--- config.mk ---
export PLATFORM = sky130hd
export DESIGN_NAME = led_counter_gen_flat
export DESIGN_NICKNAME = d
export VERILOG_FILES = /design/src/rtl/led_counter_gen_if.sv /design/src/rtl/led_counter_gen.sv /design/src/flat_wrapper.sv
export SDC_FILE = /design/constraint.sdc
export NUM_CORES = 1
export LEC_CHECK = 0
export BUFFER_PORTS_ARGS = -buffer_cell sky130_fd_sc_hd__buf_2
export CORE_MARGIN = 3
export CORE_UTILIZATION = 65
export CTS_CLUSTER_DIAMETER = 150
export CTS_CLUSTER_SIZE = 24
export DETAILED_ROUTE_END_ITERATION = 10
export GPL_TIMING_DRIVEN = 0
export PLACE_DENSITY = 0.88
export SLEW_MARGIN = 10
export SYNTH_ARGS = -nofsm -noshare
export SYNTH_HDL_FRONTEND = slang
export SYNTH_SLANG_ARGS = --single-unit
--- constraint.sdc ---
create_clock -name ipClk -period 5 [get_ports ipClk]
set_input_delay 0.25 -clock ipClk [delete_from_list [all_inputs] [get_ports ipClk]]
set_output_delay 0.25 -clock ipClk [all_outputs]
set_load 0.02 [all_outputs]
--- src/rtl/led_counter_gen_if.sv ---
// Control/status bundle for led_counter_gen. The slave modport is the
// counter's view of the bundle; the master modport is the controller's view.
interface led_counter_gen_if #(
  parameter int WIDTH = 8
);
  logic             ipEnable;
  logic [1:0]       ipMode;
  logic             ipLoad;
  logic [WIDTH-1:0] ipLoadValue;
  logic [WIDTH-1:0] opLED;
  logic             opTick;
  logic             opWrap;

  modport master (
    output ipEnable, ipMode, ipLoad, ipLoadValue,
    input  opLED, opTick, opWrap
  );

  modport slave (
    input  ipEnable, ipMode, ipLoad, ipLoadValue,
    output opLED, opTick, opWrap
  );
endinterface

--- src/rtl/led_counter_gen.sv ---
// Prescaled LED counter with up/down/ping-pong/hold modes, synchronous load,
// and tick/wrap pulses. Define LED_COUNTER_GRAY_EN to drive opLED in Gray code.
module led_counter_gen #(
  parameter int WIDTH      = 8,
  parameter int PRESCALE   = 50000000,
  parameter int PRESCALE_W = 26
) (
  input  logic               ipClk,
  input  logic               ipReset,
  led_counter_gen_if.slave   bus
);

  typedef enum logic {DIR_UP, DIR_DOWN} dir_e;
  typedef enum logic [1:0] {
    MODE_UP   = 2'b00,
    MODE_DOWN = 2'b01,
    MODE_PING = 2'b10,
    MODE_HOLD = 2'b11
  } mode_e;

  localparam logic [WIDTH-1:0]      CNT_MAX = '1;
  localparam logic [PRESCALE_W-1:0] PS_LAST = PRESCALE_W'(PRESCALE - 1);

  logic [PRESCALE_W-1:0] presc_q, presc_d;
  logic [WIDTH-1:0]      cnt_q, cnt_d;
  logic [WIDTH-1:0]      led_q, led_d;
  dir_e                  dir_q, dir_d;
  logic                  tick_q, tick_d;
  logic                  wrap_q, wrap_d;
  logic                  step;

  always_comb begin
    presc_d = presc_q;
    cnt_d   = cnt_q;
    dir_d   = dir_q;
    tick_d  = 1'b0;
    wrap_d  = 1'b0;
    step    = 1'b0;
    if (bus.ipLoad) begin
      cnt_d   = bus.ipLoadValue;
      presc_d = '0;
    end else if (bus.ipEnable) begin
      step    = (presc_q == PS_LAST);
      presc_d = step ? '0 : presc_q + PRESCALE_W'(1);
      tick_d  = step;
      // Direction follows the mode every enabled cycle so ping-pong starts in the prior heading
      case (mode_e'(bus.ipMode))
        MODE_UP: begin
          dir_d = DIR_UP;
          if (step) begin
            cnt_d  = cnt_q + WIDTH'(1);
            wrap_d = (cnt_q == CNT_MAX);
          end
        end
        MODE_DOWN: begin
          dir_d = DIR_DOWN;
          if (step) begin
            cnt_d  = cnt_q - WIDTH'(1);
            wrap_d = (cnt_q == '0);
          end
        end
        MODE_PING: begin
          if (step) begin
            if (dir_q == DIR_UP) begin
              if (cnt_q == CNT_MAX) begin
                cnt_d  = CNT_MAX - WIDTH'(1);
                dir_d  = DIR_DOWN;
                wrap_d = 1'b1;
              end else begin
                cnt_d = cnt_q + WIDTH'(1);
              end
            end else begin
              if (cnt_q == '0) begin
                cnt_d  = WIDTH'(1);
                dir_d  = DIR_UP;
                wrap_d = 1'b1;
              end else begin
                cnt_d = cnt_q - WIDTH'(1);
              end
            end
          end
        end
        default: dir_d = DIR_UP;
      endcase
    end
  end

`ifdef LED_COUNTER_GRAY_EN
  always_comb led_d = cnt_d ^ (cnt_d >> 1);
`else
  always_comb led_d = cnt_d;
`endif

  always_ff @(posedge ipClk or negedge ipReset) begin
    if (!ipReset) begin
      presc_q <= '0;
      cnt_q   <= '0;
      led_q   <= '0;
      dir_q   <= DIR_UP;
      tick_q  <= 1'b0;
      wrap_q  <= 1'b0;
    end else begin
      presc_q <= presc_d;
      cnt_q   <= cnt_d;
      led_q   <= led_d;
      dir_q   <= dir_d;
      tick_q  <= tick_d;
      wrap_q  <= wrap_d;
    end
  end

  assign bus.opLED  = led_q;
  assign bus.opTick = tick_q;
  assign bus.opWrap = wrap_q;

endmodule
--- src/flat_wrapper.sv ---
// flat-port wrapper written by rule: the top's interface ports become plain ports
module led_counter_gen_flat 
#(
  parameter int WIDTH      = 8,
  parameter int PRESCALE   = 50000000,
  parameter int PRESCALE_W = 26
)
  (ipClk, ipReset, bus_ipEnable, bus_ipMode, bus_ipLoad, bus_ipLoadValue, bus_opLED, bus_opTick, bus_opWrap);
  led_counter_gen_if #(.WIDTH(WIDTH)) bus_i ();
  input  logic ipClk;
  input  logic ipReset;
  input wire logic [$bits(bus_i.ipEnable)-1:0] bus_ipEnable;
  input wire logic [$bits(bus_i.ipMode)-1:0] bus_ipMode;
  input wire logic [$bits(bus_i.ipLoad)-1:0] bus_ipLoad;
  input wire logic [$bits(bus_i.ipLoadValue)-1:0] bus_ipLoadValue;
  output wire logic [$bits(bus_i.opLED)-1:0] bus_opLED;
  output wire logic [$bits(bus_i.opTick)-1:0] bus_opTick;
  output wire logic [$bits(bus_i.opWrap)-1:0] bus_opWrap;
  assign bus_i.ipEnable = bus_ipEnable;
  assign bus_i.ipMode = bus_ipMode;
  assign bus_i.ipLoad = bus_ipLoad;
  assign bus_i.ipLoadValue = bus_ipLoadValue;
  assign bus_opLED = bus_i.opLED;
  assign bus_opTick = bus_i.opTick;
  assign bus_opWrap = bus_i.opWrap;
  led_counter_gen #(.WIDTH(WIDTH), .PRESCALE(PRESCALE), .PRESCALE_W(PRESCALE_W)) u_core (.ipClk(ipClk), .ipReset(ipReset), .bus(bus_i));
endmodule
==> out/summary.txt <==
Max Freq: 372 MHz
XOR/XNOR share of the synthesized area: 0.0384
Io pins: 24
Post-synth net total: 344
Leakage power: 1.23 nW
Post-synth cell types: 66
Setup Fix Bufs, Post-CTS: 0
Clock Tree Buf Depth: 2
CP delay by family, top: simple AND/OR/NAND/NOR gates
Post-detail-place hpwl: 5460 µm
EDFF count, synth: 0
Final setup margin: 2310 ps
Slowest stage delay, CP: 630 ps
Mapped Area: 2740 µm²
Largest net degree at the start of global routing: 38
Max-slew violations: 0
DP Area: 2920 µm²
Antenna-violating nets left: 0
Crit-path cells: inv_1, ha_1, nor3b_1, nand3_1, a311oi_1, o22a_1, o31ai_1
Simple-gate share of the synthesized area: 0.289
Fraction of layout cells with a size suffix above 1: 0.133
Worst hold slack: 43.7 ps
DIE WIDTH: 70.9 µm
Layout Nets: 374
Final wirelength: 7500 µm
# setup viols final: 0
PortBufs: 23
CTS tree: done
Worst R2R End: u_core.cnt_q[7]
Crit path max fanout: 7
Synth Area in Adders: 0.0320
Vias: 2,860
CTS Hold Bufs: 0
1st-pass router iterations: 5
Yosys Warn Count: 0
Vias in the first global route: 2,468
H-Tree Depth: 2
Placement Setup Slack: 2460 ps
Final hold vios: 0
# DRC: 0
Period utilisation layout: 0.538
Area growth, synth to finish: 9.59%
First-pass GRT wire length: 12,500 µm
Post-Route Setup TNS: 0 ps
Reg2Reg Launch Point: u_core.cnt_q[0]
Worst setup path class: reg2reg
Core Area: 3850 µm²
Max Cap Viol: 0
Compound-Gate Fraction of Synth Area: 0.244
CTS Sinks: 37
Slew HR: 0.446
Main combinational cell family by area after synthesis: simple AND/OR/NAND/NOR gates
Clk pin slew, worst setup/hold paths: 80 ps
Minimum clock period: 2690 ps
Wire length per cell: 18.7 µm
Clock Latency Late Sink: 300 ps
Height of the chip: 70.9 µm
Status: complete, no violations
Synth Area per Inst: 8.48 µm²
Crit path buf inv count: 1
Grt ovf: 0
Starting DRT DRC Count: 408
Fraction of synthesized area in multiplexers: 0.0119
Total GRT Usage: 0.308
Worst hold path type: in2async
P per Cell Area: 229 nW/µm²
Routability Congestion: 0.915
Antenna violations before repair: 0
Finished Cell Area: 3000 µm²
Syn Inst Count: 323
Critical Path Start Type: register
Die area: 5030 µm²
Rows: 22
Dominant synthesized flop cell: dfrtp_1
Post-cts sizing count: 0
RSZ-0062 raised after global routing: no
Synthesized flop and latch total: 37
Placed cells: 394
Asr flop ratio synth: 1.00
Crit. End Element: register
Initial Util: 0.711
Worst Reg-to-Reg Cells: 7
DR vias/cell: 7.11
Final Total Pwr: 0.687 mW
Internal reg-to-reg setup slack: 2310 ps
Layout filler cell count: 281
Critical path data required time: 5170 ps
Non-Filler Instances: 402
Slew @ Worst Pin: 832 ps
CTS root buf: clkbuf_8
Ant. Diodes: 0
Peak supply drop: 0.128 mV
Final core occ: 0.779
CP Data Arrival Time: 2860 ps
Slowest stage cell on the critical path: nor3b_1
Skew final: 7.22 ps
Sequential-to-total area share from yosys stat: 0.338
Num CTS Buffers: 5
## routing by layer
layer,vias to the layer above,global-route usage,share of wire
li1,1297,-,-
met1,1346,0.501,0.43
met2,201,0.427,0.43
met3,16,0.0483,0.13
met4,0,0.0626,0.0088
met5,-,0,0
## layout by cell type, fill, tap and decap left out, types with 3 or more instances in the layout
cell and n:
nand2b_1 5, and4_1 8, and2_1 3, a311oi_1 4, nor3b_1 4, o22ai_1 4
nor3_1 10, o221ai_1 3, xnor2_1 6, and3_1 6, a31oi_1 7, clkbuf_1 13
clkbuf_8 5, nand3_1 17, dfrtp_1 37, nand4_1 8, a21oi_1 14, a22oi_1 6
nor4b_1 3, nand2_1 25, ha_1 7, buf_2 25, o31ai_1 10, nor4_1 5
inv_1 14, o21ai_0 12, a22o_1 3, nor2_1 30, a211oi_1 6, xor2_1 6
## area by class of cell
type / count / area, µm² / share of cell area
Clock buffer: 6 / 72.6 / 0.0242
Clock inverter: 2 / 15.0 / 0.00500
Tap cell: 48 / 60.1 / 0.0200
Timing Repair Buffer: 23 / 115 / 0.0383
Sequential cell: 37 / 926 / 0.308
Inverter: 15 / 56.3 / 0.0188
Buffer: 16 / 70.1 / 0.0233
Multi-Input combinational cell: 255 / 1690 / 0.562
## cell usage after synthesis (3+ instances only)
master | n | area [µm²]
dfrtp_1 | 37 | 926
nor2_1 | 30 | 113
nand2_1 | 25 | 93.8
nand3_1 | 17 | 85.1
a21oi_1 | 14 | 70.1
inv_1 | 14 | 52.6
clkbuf_1 | 12 | 45.0
o21ai_0 | 12 | 60.1
nor3_1 | 10 | 50.1
o31ai_1 | 10 | 75.1
and4_1 | 8 | 70.1
nand4_1 | 8 | 50.1
a31oi_1 | 7 | 43.8
ha_1 | 7 | 87.6
a211oi_1 | 6 | 45.0
a22oi_1 | 6 | 45.0
and3_1 | 6 | 37.5
xnor2_1 | 6 | 52.6
xor2_1 | 6 | 52.6
nand2b_1 | 5 | 31.3
nor4_1 | 5 | 31.3
a311oi_1 | 4 | 35.0
nor3b_1 | 4 | 30.0
o22ai_1 | 4 | 25.0
a22o_1 | 3 | 26.3
and2_1 | 3 | 18.8
nor4b_1 | 3 | 26.3
o221ai_1 | 3 | 26.3
## cell families (layout without fill, tap and decap cells)
family | Yosys count | count (layout)
buf+inv | 31 | 62
xor+xnor | 12 | 12
simple gates | 140 | 140
flops | 37 | 37
compound gates | 93 | 93
mux | 3 | 3
fa+ha+maj | 7 | 7
## worst register-to-register path, cell delays in order, from the launching register on
cell	delay, ps
dfrtp_1	470
inv_1	160
ha_1	270
nor3b_1	630
nand3_1	300
a311oi_1	480
o22a_1	190
o31ai_1	70
## registers in the layout (all words and copies together), names as in the netlist
register / flops
u_core.bus.opTick: 1
u_core.bus.opWrap: 1
u_core.cnt_q: 8
u_core.dir_q: 1
u_core.presc_q: 26
## report_power, final
part / switching (mW) / internal, mW / leakage, nW
clock: 0.116 / 0.0983 / 0.0374
sequential: 0.0129 / 0.308 / 0.498
combinational: 0.0996 / 0.0522 / 0.697
total: 0.228 / 0.458 / 1.23
## worst max-delay path by stage
stage / start / to / slack [ps] / cells after the start
floorplan: u_core.cnt_q[0] / u_core.cnt_q[7] / 2870 / 7
global placement: u_core.cnt_q[0] / u_core.cnt_q[3] / 2500 / 7
detailed placement: u_core.cnt_q[0] / u_core.cnt_q[3] / 2460 / 7
CTS: u_core.cnt_q[0] / u_core.cnt_q[7] / 2430 / 7
global route: u_core.cnt_q[0] / u_core.cnt_q[7] / 2130 / 7
finish: u_core.cnt_q[0] / u_core.cnt_q[7] / 2310 / 7
Note: power is estimated with default switching activity, not from simulation.
